**src/rtl/arb8way16.sv**
```systemverilog
// arb8way16 - eight-way round-robin arbiter with a registered 16-bit output stage.
//
// Picks one pending requester per cycle, starting the search just after the
// channel granted last, muxes its word into a register and offers it to a
// single consumer on a valid/ready handshake.
//
// Ports:
//   clk        rising-edge clock
//   reset      synchronous, active-high reset
//   req[7:0]   per-channel request, bit i belongs to channel i
//   a..h       channel 0..7 data, held stable while the matching req is high
//   gnt[7:0]   one-hot grant, pulses in the cycle a word is loaded
//   out        registered selected word
//   out_sel    index of the channel whose word is in out
//   out_valid  out holds a word not yet taken
//   out_ready  consumer accepts out this cycle
module arb8way16 #(
    parameter int WIDTH   = 16,
    parameter int RST_PTR = 7
) (
    input  logic             clk,
    input  logic             reset,
    input  logic [7:0]       req,
    input  logic [WIDTH-1:0] a,
    input  logic [WIDTH-1:0] b,
    input  logic [WIDTH-1:0] c,
    input  logic [WIDTH-1:0] d,
    input  logic [WIDTH-1:0] e,
    input  logic [WIDTH-1:0] f,
    input  logic [WIDTH-1:0] g,
    input  logic [WIDTH-1:0] h,
    output logic [7:0]       gnt,
    output logic [WIDTH-1:0] out,
    output logic [2:0]       out_sel,
    output logic             out_valid,
    input  logic             out_ready
);

    logic [2:0]       ptr;
    logic [2:0]       winner;
    logic [2:0]       idx;
    logic             found;
    logic             load;
    logic [WIDTH-1:0] sel_data;

    // Search ptr+1 .. ptr+8 (mod 8); the last probe is ptr itself, so the
    // last-granted channel has the lowest priority.
    always_comb begin
        winner = '0;
        found  = 1'b0;
        idx    = '0;
        for (int unsigned k = 1; k <= 8; k++) begin
            idx = ptr + 3'(k);
            if (!found && req[idx]) begin
                winner = idx;
                found  = 1'b1;
            end
        end
    end

    always_comb begin
        sel_data = '0;
        case (winner)
            3'd0: sel_data = a;
            3'd1: sel_data = b;
            3'd2: sel_data = c;
            3'd3: sel_data = d;
            3'd4: sel_data = e;
            3'd5: sel_data = f;
            3'd6: sel_data = g;
            3'd7: sel_data = h;
            default: sel_data = '0;
        endcase
    end

    // Reset suppresses the load so no grant escapes while the stage clears.
    assign load = ~reset & (~out_valid | out_ready) & (|req);
    assign gnt  = load ? (8'b1 << winner) : '0;

    always_ff @(posedge clk) begin
        if (reset) begin
            out       <= '0;
            out_sel   <= '0;
            out_valid <= 1'b0;
            ptr       <= 3'(RST_PTR);
        end else if (load) begin
            out       <= sel_data;
            out_sel   <= winner;
            out_valid <= 1'b1;
            ptr       <= winner;
        end else if (out_valid && out_ready) begin
            out_valid <= 1'b0;
        end
    end

endmodule
```
**config.mk**
```make
export PLATFORM = sky130hd
export DESIGN_NAME = arb8way16
export DESIGN_NICKNAME = d
export VERILOG_FILES = /design/src/rtl/arb8way16.sv
export SDC_FILE = /design/constraint.sdc
export NUM_CORES = 1
export LEC_CHECK = 0
export CAP_MARGIN = 20
export CORE_UTILIZATION = 41
export DETAILED_ROUTE_END_ITERATION = 10
export MAX_ROUTING_LAYER = met4
export PLACE_DENSITY_LB_ADDON = 0.12
export SLEW_MARGIN = 10
export SYNTH_ARGS = -nofsm -noshare
export SYNTH_HDL_FRONTEND = slang
export SYNTH_SLANG_ARGS = --single-unit
```
**constraint.sdc**
```tcl
create_clock -name clk -period 5.7 [get_ports clk]
set_input_delay 0.855 -clock clk [delete_from_list [all_inputs] [get_ports clk]]
set_output_delay 0.855 -clock clk [all_outputs]
set_load 0.01 [all_outputs]
```
==> flow_metrics.py <==
metrics = {
    "hold_path": {
        "hold_class": "register to register",
        "min_to": "out_sel[2]$_SDFFE_PP0P_",
        "worstHoldStart": "out_sel[2]$_SDFFE_PP0P_",
        "hold_depth": 2,
    },
    "synthesis": {
        "yosysWarnings": 0,
        "synth_area_um2": 3222,
        "yosysSeqAreaShare": 0.1429,
        "ys_async_sr_fraction": 0,
        "synth_ff_type": "dfxtp_1",
        "synth-seq-cells": 23,
        "synth.net_count": 533,
        "synth_area_per_cell_um2": 8.219,
        "ys_types": 60,
        "synth-edff-count": 0,
        "synth_cells": 392,
    },
    "clock_tree": {
        "ctsHoldBuffers": 0,
        "numCtsBuffers": 3,
        "cts_setup_buffers": 0,
        "cts_sinks": 23,
        "cts_tree": "yes",
        "cts_resized": 0,
        "clk_pin_slew_ps": 90,
        "clock_latency_ps": 270,
        "clockBufferDepth": 2,
        "cts_root_buf": "clkbuf_8",
        "htreeDepth": 1,
    },
    "setup_path": {
        "required_ps": 4850,
        "crit_arrival_ps": 4630,
        "crit_chain": "clkdlybuf4s50_1, mux4_2, and2_1, a32oi_1, o21ai_0, a311o_1, o21a_1, nor2_2, inv_1, nor2_1, clkdlybuf4s50_1",
        "timing.rr.start": "ptr[0]$_SDFFE_PP1P_",
        "r2r_cells": 13,
        "crit_type": "primary input to output pin",
        "crit_fanout": 10,
        "crit_path_start_kind": "primary input",
        "slowest_delay_ps": 580,
        "timing.rr.end": "out[5]$_SDFFE_PP0P_",
        "rrSetupSlack_ps": 1110,
        "cp-end-kind": "output pin",
        "crit_path_frequent_cell": "clkdlybuf4s50_1",
        "worst_path_max_delay_cell": "mux4_2",
    },
    "global_routing": {
        "antenna_found_initial": 0,
        "grt_use_total": 0.2820,
        "gr-total-overflow": 0,
        "grt_pass1_wl_um": 18280,
        "grt_max_degree": 26,
        "grt_pass1_vias": 3658,
    },
    "floorplanning": {
        "die_x_um": 90.65,
        "core-area_um2": 7408,
        "ios": 167,
        "initial_core_util": 0.4349,
        "rows": 31,
        "dieHeight_um": 90.65,
        "dieArea_um2": 8217,
    },
    "cells_and_area": {
        "fillers": 638,
        "multi_input_area_um2": 2477,
        "drive_gt1_frac": 0.1066,
        "synthToLayoutAreaGrowth_pct": 53.83,
        "seq_area_um2": 460.4,
        "nets": 686,
        "diodes": 0,
    },
    "detailed_routing": {
        "via_count": 3719,
        "drt_iter0_markers": 183,
        "vias_per_cell": 5.784,
        "ant_nets": 0,
        "post_drt_wl_per_cell_um": 17.51,
        "wl_um": 11260,
        "first_pass_iters": 4,
        "drc_errors": 0,
    },
    "power": {
        "ir_drop_v": 0.0005344,
        "p_per_area_nw_per_um2": 728.1,
        "cellLeakagePower_nw": 1.816,
        "p_total_mw": 3.608,
    },
    "sta": {
        "fmax_mhz": 182.4,
        "min_period_over_period": 0.9617,
        "setup_tns_ps": 0,
        "period_minus_slack_ps": 5482,
        "hold_slack_ps": 451.5,
        "slew_viol_final": 0,
        "setup_viol": 0,
        "rsz0062_at_grt": "false",
        "finalHoldViolations": 0,
        "worst_pin_slew_ps": 605.5,
        "maxSlewHeadroom": 0.5964,
        "fin_skew_ps": 5.755,
        "fin_ws_ps": 218.1,
    },
    "outcome": {
        "status": "finished clean",
    },
    "place": {
        "dp_slack_ps": 311.4,
        "port_buffers": 166,
        "gp_congestion": 0.8827,
        "hpwl_um": 9076,
    },
    "flow_run": {
        "cap_violations": 0,
    },
}
## worst max path at each step
| stage | start | slack (ps) | to | cells past startpoint |
|---|---|---|---|---|
| 2_1_floorplan | ptr[0]$_SDFFE_PP1P_ | 1310 | gnt[1] | 15 |
| 3_5_place_dp | req[3] | 310 | gnt[5] | 11 |
| 3_3_place_gp | req[3] | 400 | gnt[5] | 11 |
| 4_1_cts | req[3] | 300 | gnt[5] | 11 |
| 6_report | req[3] | 220 | gnt[5] | 11 |
| 5_1_grt | req[3] | 40 | gnt[6] | 11 |
## stage by stage
stage / std cells / cell area, µm² / util
5_1_grt: 643 / 4956 / 0.6690
3_5_place_dp: 639 / 4911 / 0.6629
2_1_floorplan: 392 / 3222 / -
3_3_place_gp: 639 / 4911 / 0.6629
4_1_cts: 643 / 4956 / 0.6690
6_report: 643 / 4956 / 0.6690
## state kept, by name, indices dropped and copies added (netlist names)
name,count
out_sel,3
ptr,3
out_valid,1
out,16
## logic make-up (layout without fill, tap and decap cells)
logic type,Yosys count,after routing,share of synthesized area
compound gates,112,112,0.2738
xor+xnor,3,3,0.01049
fa+ha+maj,2,2,0.007766
buf+inv,53,205,0.09631
flops,23,23,0.1429
mux,66,66,0.2683
simple gates,133,133,0.2004
## worst max-delay path: cells and delay by family
family / cells / cell delay, ps
muxes: 1 / 580
buffers and inverters: 3 / 1190
AOI/OAI and AO/OA: 4 / 1430
and+or+nand+nor: 3 / 570
## metal layers
layer  GRT usage  routed length (µm)
met5           -                   0
met4     0.06452                 172
met3     0.02862                 545
met2      0.4830                5785
met1      0.3566                4757
## cells in the final DEF, fill, tap and decap left out, drive strengths merged, types with 3 or more instances in the layout
cell type      Yosys  layout
a211oi             4       4
a21oi             13      13
a221oi            10      10
a22oi              5       5
a311oi             7       7
a32oi              8       8
and3               5       5
buf               27      15
clkbuf             6       4
clkdlybuf4s50      0     166
dfxtp             23      23
inv               19      19
mux2              13      13
mux2i             40      40
mux4              13      13
nand2             37      37
nand2b             6       6
nand3              5       5
nor2              31      31
nor2b              5       5
nor3              26      26
nor4               3       3
o211ai            20      20
o21a               7       7
o21ai             20      20
o22ai              4       4
or3                8       8
or4                3       3
## synthesized netlist by cell type, types with 3 or more instances
master	number	area (µm²)
a311oi_1	7	61.31
o21ai_1	11	55.05
a211oi_1	3	22.52
buf_6	10	112.6
and3_1	5	31.28
buf_4	6	45.04
mux2i_1	38	380.4
a22oi_1	5	37.54
nand2b_1	6	37.54
buf_2	11	55.05
nand3_1	5	25.02
nor2_1	30	112.6
inv_1	19	71.32
a221oi_1	10	87.58
clkbuf_1	6	22.52
o21a_1	7	52.55
mux2_1	4	45.04
o21ai_0	8	40.04
mux4_2	13	292.8
nor3_1	26	130.1
nand2_1	36	135.1
mux2_2	9	101.4
a32oi_1	7	61.31
or3_1	8	50.05
dfxtp_1	23	460.4
nor2b_1	5	31.28
o22ai_1	4	25.02
a21oi_1	11	55.05
o211ai_1	19	142.6
or4_1	3	22.52
## where the power goes
group	internal (mW)	leakage (nW)	switching (mW)	total, mW
combinational	1.41	1.60	1.80	3.21
sequential	0.239	0.192	0.0541	0.293
clock	0.0500	0.0228	0.0564	0.106
total	1.70	1.82	1.91	3.61
## cell type report
class	instances	area share
clock buffers	4	0.009089
inverters	20	0.01515
multi-input cells	316	0.4999
flip-flops and latches	23	0.09291
well taps	99	0.02499
repair buffers	181	0.3580
Note: power is estimated with default switching activity, not from simulation.
==> RTL edit, RTL diff (same flow settings) <==
The parameter `WIDTH` goes from 16 to 32.
--- a/src/rtl/arb8way16.sv
+++ b/src/rtl/arb8way16.sv
@@ -15,7 +15,7 @@
 //   out_valid  out holds a word not yet taken
 //   out_ready  consumer accepts out this cycle
 module arb8way16 #(
-    parameter int WIDTH   = 16,
+    parameter int WIDTH   = 32,
     parameter int RST_PTR = 7
 ) (
     input  logic             clk,
Interface: changed (9 resized); port bits go from 167 to 311. No check against the original RTL was run, so the function may have changed too.
==> RTL edit against the original RTL <==
Combinational power rose by 62%; routed wire length up 80%; critical path type unchanged; power increased by 64%; cell count is 51% higher; count of clock-buffer cells in the layout up 1; sequential cell count rose by 16; sequential share of layout area rose by 0.70 points; critical endpoint is now gnt[7]; area after synthesis rose by 42%; highest routed layer unchanged; clock power is 130% higher; worst setup slack improved by 0.060 ns; cell area rose by 58%.
==> RTL edit: results (changes against the original RTL) <==
Logic synthesis
  • Post-synth net total: 826 (was 533)
  • Post-synthesis sequential area ratio: 17.1% (was 14.3%)

Hold path
  • Endpoint with the worst hold slack: out_sel[0]$_SDFFE_PP0P_ (was out_sel[2]$_SDFFE_PP0P_)

Route
  • Initial detailed-routing violation count: 409 (was 183)
  • Detail Route met3 WL: 2020 um (was 545 um)
  • DR WL/cell: 20.8 um (was 17.5 um)
  • Post-Route M1 WL: 7640 um (was 4760 um)

Critical path
  • Crit path to: gnt[7] (was gnt[5])
  • Worst R2R End: out[26]$_SDFFE_PP0P_ (was out[5]$_SDFFE_PP0P_)
  • Crit path launch: req[6] (was req[3])
  • Setup slack on the worst flop-to-flop path: 0.85 ns (was 1.11 ns)
  • Crit-path max FO: 28 (was 10)

Timing
  • Crit path time final: 5.42 ns (was 5.48 ns)
  • Slew of the pin with the lowest slew margin: 1.01 ns (was 0.605 ns)

Finish
  • Registers with the most flip-flops: out: 32 flops, out_sel: 3 flops, ptr: 3 flops (was out: 16 flops, out_sel: 3 flops, ptr: 3 flops)
  • Share of cells above drive strength 1: 8.27% (was 10.7%)

Power and ir drop
  • Comb power: 5.21 mW (was 3.21 mW)
  • Leakage power total: 3.04 nW (was 1.82 nW)
  • Worst VDD drop: 0.610 mV (was 0.534 mV)

Placement
  • Port Buffer Count: 310 (was 166)
  • Routability-driven placement congestion ratio: 0.926 (was 0.883)

Global routing
  • Number of global-route vias before repair: 5,388 (was 3,658)
  • Met1 track demand over resource: 39.3% (was 35.7%)
  • Global-route wire length before repair: 29,100 um (was 18,300 um)

Outcome
  • Run status: completed (unchanged)

Clock network
  • Clock latency at the later pin of the worst-skew pair: 0.31 ns (was 0.27 ns)
RTL edit: cell types whose count changed in the layout (fill, tap and decap cells not counted), moves of 16 or more:
cell / change
sky130_fd_sc_hd__a22oi_1: +22
sky130_fd_sc_hd__nor3_1: -20
sky130_fd_sc_hd__a221oi_1: +16
sky130_fd_sc_hd__nand2_1: +32
sky130_fd_sc_hd__clkdlybuf4s50_1: +144
sky130_fd_sc_hd__dfxtp_1: +16
sky130_fd_sc_hd__o21ai_1: +19
RTL edit: final cells by class:
type | instances | share of cell area (%)
clock inverters | 3 | 0.561
inverters | 15 | 0.721
repair buffers | 326 | 41.4
multi-input cells | 446 | 44.2
clock buffers | 5 | 0.881
well taps | 140 | 2.24
flip-flops and latches | 39 | 10.0
RTL edit: critical path, cell delays in order:
cell                              delay, ns
sky130_fd_sc_hd__clkdlybuf4s50_1       0.59
sky130_fd_sc_hd__mux4_2                0.56
sky130_fd_sc_hd__mux2i_2               0.38
sky130_fd_sc_hd__nand3_1               0.22
sky130_fd_sc_hd__a311oi_1              0.40
sky130_fd_sc_hd__o32a_4                0.41
sky130_fd_sc_hd__and2_1                0.39
sky130_fd_sc_hd__and3_1                0.21
sky130_fd_sc_hd__clkdlybuf4s50_1       0.54
RTL edit: kinds of logic after synthesis:
family,Yosys count,synth area share (%)
flip-flops,39,17.1
multiplexers,101,28.2
adder cells (fa/ha/maj),2,0.548
buffers and inverters,72,7.79
XOR/XNOR,2,0.960
AND/OR/NAND/NOR,158,16.5
AO/OA/AOI/OAI,183,28.9
RTL edit: through the flow:
stage	hold WS, ns	cells	instance area [um^2]
global route	0.471	974	7810
floorplan	0.467	557	4560
CTS	0.445	973	7800
finish	0.442	974	7810
global placement	0.434	965	7680
detailed placement	0.433	965	7680
